### config.mk
export PLATFORM = sky130hd
export DESIGN_NAME = regfile_dump
export DESIGN_NICKNAME = d
export VERILOG_FILES = /design/src/rtl/regfile_dump.sv
export SDC_FILE = /design/constraint.sdc
export NUM_CORES = 1
export LEC_CHECK = 0
export BUFFER_PORTS_ARGS = -buffer_cell sky130_fd_sc_hd__buf_4
export CAP_MARGIN = 20
export CORE_UTILIZATION = 42
export DETAILED_ROUTE_END_ITERATION = 16
export GPL_TIMING_DRIVEN = 0
export PLACE_DENSITY_LB_ADDON = 0.1
export SLEW_MARGIN = 25
export SYNTH_ARGS = -nofsm -noshare
export SYNTH_HDL_FRONTEND = slang
export SYNTH_SLANG_ARGS = --single-unit
### constraint.sdc
create_clock -name clk -period 1.45 [get_ports clk]
set_input_delay 0.0725 -clock clk [delete_from_list [all_inputs] [get_ports clk]]
set_output_delay 0.0725 -clock clk [all_outputs]
set_load 0.1 [all_outputs]
### src/rtl/regfile_dump.sv
// Debug read-out engine: walks regfile addresses 0..NREGS-1 and streams each value out over valid/ready.
// Optional trailing XOR checksum beat is built when REGFILE_DUMP_CHECKSUM_EN is defined.
module regfile_dump #(
    parameter int NREGS = 32,
    parameter int AW    = 5,
    parameter int DW    = 32
) (
    input  logic          clk,
    input  logic          reset_n,
    input  logic          start,
    output logic          busy,
    output logic          done,
    output logic [AW-1:0] ra,
    input  logic [DW-1:0] rd,
    output logic          m_valid,
    input  logic          m_ready,
    output logic [DW-1:0] m_data,
    output logic [AW-1:0] m_idx,
    output logic          m_last
);

    localparam logic [1:0] S_IDLE = 2'd0;
    localparam logic [1:0] S_LOAD = 2'd1;
    localparam logic [1:0] S_SEND = 2'd2;
`ifdef REGFILE_DUMP_CHECKSUM_EN
    localparam logic [1:0] S_SUM  = 2'd3;
`endif
    localparam logic [AW-1:0] LAST_IDX = AW'(NREGS - 1);

    logic [1:0]    state_q, state_d;
    logic [AW-1:0] idx_q, idx_d;
    logic          m_valid_q, m_valid_d;
    logic [DW-1:0] m_data_q, m_data_d;
    logic [AW-1:0] m_idx_q, m_idx_d;
    logic          m_last_q, m_last_d;
    logic          done_q, done_d;
`ifdef REGFILE_DUMP_CHECKSUM_EN
    logic [DW-1:0] acc_q, acc_d;
`endif

    logic hs;
    assign hs = m_valid_q && m_ready;

    always_comb begin
        state_d   = state_q;
        idx_d     = idx_q;
        m_valid_d = m_valid_q;
        m_data_d  = m_data_q;
        m_idx_d   = m_idx_q;
        m_last_d  = m_last_q;
        done_d    = 1'b0;
`ifdef REGFILE_DUMP_CHECKSUM_EN
        acc_d     = acc_q;
`endif
        case (state_q)
            S_IDLE: begin
                idx_d     = '0;
                m_valid_d = 1'b0;
                if (start) begin
                    state_d = S_LOAD;
`ifdef REGFILE_DUMP_CHECKSUM_EN
                    acc_d   = '0;
`endif
                end
            end
            S_LOAD: begin
                // rd is sampled before any same-edge regfile write lands
                m_data_d  = rd;
                m_idx_d   = idx_q;
                m_valid_d = 1'b1;
`ifdef REGFILE_DUMP_CHECKSUM_EN
                m_last_d  = 1'b0;
                acc_d     = acc_q ^ rd;
`else
                m_last_d  = (idx_q == LAST_IDX);
`endif
                state_d   = S_SEND;
            end
            S_SEND: begin
                if (hs) begin
                    m_valid_d = 1'b0;
                    if (idx_q == LAST_IDX) begin
`ifdef REGFILE_DUMP_CHECKSUM_EN
                        state_d   = S_SUM;
                        m_valid_d = 1'b1;
                        m_data_d  = acc_q;
                        m_idx_d   = '0;
                        m_last_d  = 1'b1;
`else
                        state_d   = S_IDLE;
                        idx_d     = '0;
                        done_d    = 1'b1;
`endif
                    end else begin
                        idx_d   = idx_q + AW'(1);
                        state_d = S_LOAD;
                    end
                end
            end
`ifdef REGFILE_DUMP_CHECKSUM_EN
            S_SUM: begin
                if (hs) begin
                    m_valid_d = 1'b0;
                    state_d   = S_IDLE;
                    idx_d     = '0;
                    done_d    = 1'b1;
                end
            end
`endif
            default: begin
                state_d   = S_IDLE;
                idx_d     = '0;
                m_valid_d = 1'b0;
            end
        endcase
    end

    always_ff @(posedge clk) begin
        if (!reset_n) begin
            state_q   <= S_IDLE;
            idx_q     <= '0;
            m_valid_q <= 1'b0;
            m_data_q  <= '0;
            m_idx_q   <= '0;
            m_last_q  <= 1'b0;
            done_q    <= 1'b0;
`ifdef REGFILE_DUMP_CHECKSUM_EN
            acc_q     <= '0;
`endif
        end else begin
            state_q   <= state_d;
            idx_q     <= idx_d;
            m_valid_q <= m_valid_d;
            m_data_q  <= m_data_d;
            m_idx_q   <= m_idx_d;
            m_last_q  <= m_last_d;
            done_q    <= done_d;
`ifdef REGFILE_DUMP_CHECKSUM_EN
            acc_q     <= acc_d;
`endif
        end
    end

    // idx is forced to 0 whenever IDLE, so ra needs no extra gating
    assign ra      = idx_q;
    assign busy    = (state_q != S_IDLE);
    assign done    = done_q;
    assign m_valid = m_valid_q;
    assign m_data  = m_data_q;
    assign m_idx   = m_idx_q;
    assign m_last  = m_last_q;

endmodule

Yosys cells after proc, flatten, opt, wreduce, memory -nomap -nowiden --
Index checks and enable logic that the tools add are counted.
Cells by class: bitwise logic cells 1, reductions and logical operators 6, muxes and demuxes 10, eq/ne operators 5, add/sub/neg operators 1
Operators by type and width (count):
- $mux W5 | 2
- $pmux W5 S2 | 1
- $pmux W2 S3 | 1
- $add A5 B1 Y5 const B | 1
- $eq A5 B5 Y1 const B | 1
- $mux W2 | 2
- $ne A2 B2 Y1 const B | 2
- $reduce_and A2 Y1 | 2
- $mux W1 | 3
- $reduce_and A3 Y1 | 1
- $eq A2 B1 Y1 const B | 1
- $eq A2 B2 Y1 const B | 1
- $logic_not A2 Y1 | 1
- $pmux W1 S2 | 1
- $reduce_bool A2 Y1 | 1
- $logic_and A1 B1 Y1 | 1
- $not A1 Y1 | 1
Word-level totals: input bits 36, output and inout bits 46, flip-flop bits (word level) 47

Logic depth before layout (Yosys ltp) --
Gate-level depths: netlist of the first run.
depth in word-level cells 4, depth in mapped cells 6, depth with buffers taken out 6

Least setup slack after synthesis of the first run --
No wires, ideal clock.
path type register -> register, from register idx_q[0], in the netlist ra[0], to register idx_q[2], in the netlist ra[2], cell stages (with the launch flop) 7, data required time 1.335 ns, setup slack -0.729 ns, data arrival time 2.064 ns, path through dfxtp_1 -> ha_1 -> and3_1 -> ha_1 -> nor3_1 -> and3_1 -> o21a_1
Between the ends: word-level cells in the longest chain between the ends 4, elaborated cells between the ends (all ways) 5, classes of those cells add/sub (1); eq/ne (1); mux (3)
RTL lines:
- start, declared | line 31 | logic [AW-1:0] idx_q, idx_d;
- start signal, assigned | line 132 | idx_q <= idx_d;
- $add A5 B1 Y5 or $eq A5 B5 Y1 (tied branches) | line 95, 82
- $mux W5 * | line 82 | if (idx_q == LAST_IDX) begin
- $mux W5 * | line 80 | if (hs) begin
- $pmux W5 S2 * | line 55 | case (state_q)
Every way passes the cells marked *; elsewhere a longest branch is shown, timed or not. The select of a mux whose other input is x is not followed. A chain may end at the register's enable or synchronous reset.

Final worst setup path of the first run --
from register idx_q[1], in the netlist ra[1], to register idx_q[2], in the netlist ra[2]
The elaborated chain is that of the path after synthesis.

==> results.toml, run 1 <==
[floorplanning]
fp.dieH_um = 68.6
dieArea_um2 = 4710
start_util_pct = 45.0
placementRows = 23
ios = 82
die_w_um = 68.6
core_um2 = 4140

[synthesis]
yosys_warnings = 0
synth_cells = 213
synth-simple-area-share_pct = 23.4
synth-seq-cells = 47
synth_xor_area_share_pct = 0
syn_nets = 251
muxShareOfSynthArea_pct = 1.61
netlist_area_um2 = 1860
synth_cell_types = 29
synthAdderAreaFrac_pct = 1.34
yosysSeqAreaShare_pct = 50.5
synth_top_family_by_area = "simple AND/OR/NAND/NOR gates"
synth_compound_area_share_pct = 18.3
syn_avg_cell_area_um2 = 8.75

[timing]
rsz0062_at_grt = "true"
fin_crit_sh_pct = 101
fin_skew_ns = 0.00578
worst_slew_pin_slew_ns = 0.425
finalMaxSlewViolations = 0
relSlewSlack_pct = 71.7
fin_ws_ns = -0.0208
hold_violations = 0
holdWs_ns = 0.0165
finalSetupViolCount = 1
clock.fmax_mhz = 680
fin_crit_ns = 1.47

[detailed_routing]
viasPerCell = 4.86
ant_nets = 0
drt_iter0_markers = 44
wl_per_cell_um = 12.1
dr.pass1.iters = 4
wirelength_mm = 4.35
drc = 0
vias = 1750

[cells_and_area]
nFillCells = 370
regArea_um2 = 961
multiInputGateArea_um2 = 877
fin_nets = 347
post_route_cells_drive_above_1_share_pct = 38.4
area_growth_pct = 47.4
n_antenna_cell = 0

[power_and_ir_drop]
p_sw_mw = 0.933
powerDensity_nw_per_um2 = 1040
vdd_drop_max_mv = 0.604
p_clk_share_pct = 27.5
internal_power_mw = 1.92
p_leak_nw = 1.20
p_total_mw = 2.85
switching_share_pct = 32.7
combPwrFrac_pct = 24.8
p_seq_share_pct = 47.7

[global_routing]
antenna_found_initial = 0
grt_pass1_wl_mm = 6.83
grt_max_degree = 14
grt_usage_pct = 19.7
grt_pass1_vias = 1574
overflow = 0

[setup_path]
required_ns = 1.69
critPathKind = "reg2reg"
crit_path_start_kind = "flop"
end_kind = "flop"
cp.arrival_ns = 1.71
path_max_fanout = 4

[cts]
htree_num_levels = 2
clock-sinks = 47
clockBufferDepth = 2
numCtsBuffers = 5
cts_root_buf = "clkbuf_8"
insertion_delay_ns = 0.29
cts_tree = "yes"
cts_hold_buf = 0
clk_pin_slew_ns = 0.08

[hold_path]
hp-class = "in2reg"

[run]
maxCapViolCount = 0

[status]
violations = "setup timing"
outcome = "finished, violations left"

[place]
dp_hpwl_mm = 3.15
port_buffers = 81
gp_congestion = 0.734
area by class of cell:
class / instances / area share (%)
sequential: 47 / 35.0
multi-input combinational: 152 / 31.9
timing repair buffer: 89 / 24.3
clock buffer: 7 / 3.14
buffer: 13 / 3.14
tap: 50 / 2.28
clock inverter: 1 / 0.137
inverter: 1 / 0.137
cell families after synthesis:
family,Yosys count
multiplexers,3
AND/OR/NAND/NOR,100
buffers and inverters,14
adder cells (fa/ha/maj),2
AO/OA/AOI/OAI,47
flip-flops,47
critical path: stages, from the launching register on:
cell	delay, ns
dfxtp_4	0.36
ha_4	0.16
and3_4	0.15
ha_4	0.16
or3_4	0.36
a21oi_2	0.12
o21a_1	0.11
layout by cell type (no fill, tap or decap), drive strengths merged:
cell type	synthesis	routed
a21boi	38	38
a21oi	2	2
and2	2	2
and2b	1	1
and3	2	2
buf	8	97
clkbuf	5	12
clkinv	0	1
dfxtp	47	47
ha	2	2
inv	1	1
mux2i	3	3
nand2	79	79
nand2b	2	2
nand3	1	1
nor2	1	1
nor2b	4	4
nor3	2	2
nor3b	3	3
nor4	1	1
o21a	3	3
o21ai	4	4
or2	1	1
or3	1	1
repair_timing:
item,CTS,global route
gates cloned,0,0
pin swaps,6,5
gates resized for setup,0,3
endpoints found under the setup margin,1,3
buffers inserted,6,2
cell usage after synthesis:
cell type	number	area, µm²
nor3b_1	3	22.5
nand2b_4	1	13.8
mux2i_1	3	30.0
nand2b_1	1	6.26
o21ai_0	2	10.0
buf_6	4	45.0
and2_1	2	12.5
nand2_1	79	297
or2_2	1	6.26
inv_1	1	3.75
and2b_4	1	10.0
clkbuf_1	5	18.8
nor3_1	2	10.0
a21boi_0	10	75.1
or3_1	1	6.26
buf_2	3	15.0
nor4_1	1	6.26
a21boi_1	28	210
nor2_1	1	3.75
ha_1	2	25.0
a21oi_2	1	8.76
and3_1	2	12.5
o21a_1	3	22.5
nand3_1	1	5.00
o21ai_1	2	10.0
a21oi_1	1	5.00
buf_4	1	7.51
dfxtp_1	47	941
nor2b_1	4	25.0
stage by stage:
step | area (µm²) | setup slack [ns] | instances | util (%) | setup TNS (ns)
2_1_floorplan | 1910 | -0.147 | 213 | - | -0.217
3_3_place_gp | 2580 | -0.0612 | 344 | 62.4 | -0.0612
3_5_place_dp | 2580 | -0.0592 | 344 | 62.4 | -0.0592
4_1_cts | 2720 | -0.0555 | 358 | 65.6 | -0.0555
5_1_grt | 2750 | -0.0850 | 360 | 66.3 | -0.130
6_report | 2750 | -0.0208 | 360 | 66.3 | -0.0208
state kept, by name, summed over array words and instances, names as in the netlist:
| register | cells |
|---|---|
| m_data | 32 |
| m_idx | 5 |
| state_q | 2 |
| m_valid | 1 |
| done | 1 |
| m_last | 1 |
| ra | 5 |
routing by layer:
layer	global-route usage (%)	routed length (µm)	vias to the layer above
li1	-	-	887
met1	23.4	1890	796
met2	33.5	2070	60
met3	6.91	348	7
met4	5.47	42	0
met5	0	0	-
power by group through the flow:
stage	Sequential (mW)	Clock (mW)	Combinational (mW)
floorplan	1.72	0	0.187
global placement	1.39	0	0.708
global route	1.37	0.871	0.748
detailed placement	1.39	0	0.710
CTS	1.36	0.815	0.711
finish	1.36	0.784	0.709
final timing paths:
check	startpoint	to	slack [ns]	cells past startpoint
worst min register to register	m_data[19]	m_data[19]	0.46	2
worst max register to register	ra[1]	ra[2]	-0.02	6
worst min-delay path	rd[30]	m_data[30]	0.02	3
worst max-delay path	ra[1]	ra[2]	-0.02	6
No activity file was read; power rests on OpenSTA's default activity.
==> run 2, diff against run 1 <==
==> constraint.sdc (replaced) <==
create_clock -name clk -period 1.45 [get_ports clk]
set_input_delay 0 -clock clk [delete_from_list [all_inputs] [get_ports clk]]
set_output_delay 0 -clock clk [all_outputs]
set_load 0.1 [all_outputs]
==> results.toml, run 2 (synthesized netlist as in run 1, its figures left out) <==
[status]
outcome = "finished, violations left"
violations = "setup timing"

[power_and_ir_drop]
p_clk_share_pct = 26.9
p_leak_nw = 1.34
vdd_drop_max_mv = 0.650
combPwrFrac_pct = 26.8
p_seq_share_pct = 46.3
internal_power_mw = 1.98
powerDensity_nw_per_um2 = 956
switching_share_pct = 32.7
p_total_mw = 2.94
p_sw_mw = 0.963

[timing]
holdWs_ns = 0.0184
clock.fmax_mhz = 672
relSlewSlack_pct = 72.7
fin_crit_sh_pct = 103
fin_skew_ns = 0.00676
worst_slew_pin_slew_ns = 0.409
rsz0062_at_grt = "true"
finalSetupViolCount = 2
fin_crit_ns = 1.49
finalMaxSlewViolations = 0
hold_violations = 0
setup_tns_ns = -0.0391
fin_ws_ns = -0.0371

[place]
gp_congestion = 0.734
dp_hpwl_mm = 3.15
port_buffers = 81
placed_area_um2 = 2580

[cells_and_area]
final_cell_mix = "buf_4, nand2_1, dfxtp_1, dlygate4sd3_1, a21boi_1"
post_route_cells_drive_above_1_share_pct = 34.7
fin_area_um2 = 3080
fin_nets = 380
area_growth_pct = 65.2
regArea_um2 = 961
n_antenna_cell = 0
nFillCells = 322
multiInputGateArea_um2 = 877
largest_reg_flops = 32
mostFrequentLayoutCell = "buf_4"

[global_routing]
grt_usage_pct = 22.7
antenna_found_initial = 0
grt_pass1_wl_mm = 7.89
overflow = 0
grt_max_degree = 14
grt_pass1_vias = 1754

[setup_path]
end_kind = "flop"
crit_path_start_kind = "flop"
required_ns = 1.69
path_max_fanout = 4
critPathKind = "reg2reg"
cp.arrival_ns = 1.73

[cts]
numCtsBuffers = 5
clock-sinks = 47
cts_root_buf = "clkbuf_8"
htree_num_levels = 2
clk_pin_slew_ns = 0.08
cts_tree = "yes"
clockBufferDepth = 2
insertion_delay_ns = 0.30

[hold_path]
hp-class = "in2reg"

[run]
maxCapViolCount = 0

[floorplanning]
die_w_um = 68.6
placementRows = 23
ios = 82
fp.dieH_um = 68.6
start_util_pct = 45.0
dieArea_um2 = 4710
core_um2 = 4140

[detailed_routing]
ant_nets = 0
dr.pass1.iters = 4
met3_length_um = 298
met1_length_mm = 2.19
viasPerCell = 4.73
dr.max_layer_used = "met4"
drc = 0
drt_iter0_markers = 64
wl_per_cell_um = 12.8
wl_met2_mm = 2.52
vias = 1860
wirelength_mm = 5.05
run 2: cell count changes in the layout (fill, tap and decap cells not counted), sizes merged:
cell / change
dlygate4sd3: +33
run 2: routing by layer:
metal | up-vias | track usage [%]
met3 | 5 | 6.74
met1 | 854 | 26.2
met5 | - | 0
met2 | 50 | 40.7
met4 | 0 | 5.47
li1 | 951 | -
run 2: final timing paths:
kind,from,endpoint,slack (ns),cells after the start
worst max-delay path,ra[1],ra[2],-0.04,6
worst min-delay path,m_ready,m_valid,0.02,3
worst max register to register,ra[1],ra[2],-0.04,6
worst min register to register,m_data[0],m_data[0],0.46,2
run 2: through the flow:
stage	setup WS [ns]	std cells	util (%)
final	-0.0371	393	74.3
after global routing	-0.0942	393	74.3
after CTS	-0.0555	391	73.6
after detailed placement	-0.0592	344	62.4
after global placement	-0.0612	344	62.4
after floorplan	-0.147	213	-
run 2: cell type report:
type | count | area share, %
plain buffers | 13 | 2.80
clock buffers | 7 | 2.80
clock inverters | 1 | 0.122
inverters | 1 | 0.122
multi-input cells | 152 | 28.5
flip-flops and latches | 47 | 31.2
well taps | 50 | 2.03
repair buffers | 122 | 32.4
run 2: critical path: stages, from the launching register on:
cell and delay, ns:
dfxtp_4 0.36, ha_4 0.15, and3_4 0.15, ha_4 0.17, or3_4 0.37, a21oi_2 0.12, o21a_1 0.11
run 2: power by group through the flow:
| stage | Clock, mW | Sequential (mW) | Combinational (mW) |
|---|---|---|---|
| after CTS | 0.815 | 1.36 | 0.783 |
| final | 0.790 | 1.36 | 0.789 |
| after floorplan | 0 | 1.72 | 0.187 |
| after global routing | 0.869 | 1.37 | 0.831 |
| after global placement | 0 | 1.39 | 0.708 |
| after detailed placement | 0 | 1.39 | 0.710 |
run 2: repair_timing:
action | in CTS | in global routing
pin swaps | 6 | 5
buffers inserted | 6 | 2
endpoints found under the setup margin | 1 | 3
resized for setup | 0 | 3
hold buffers | 33 | 0
endpoints found under the hold margin | 33 | 0
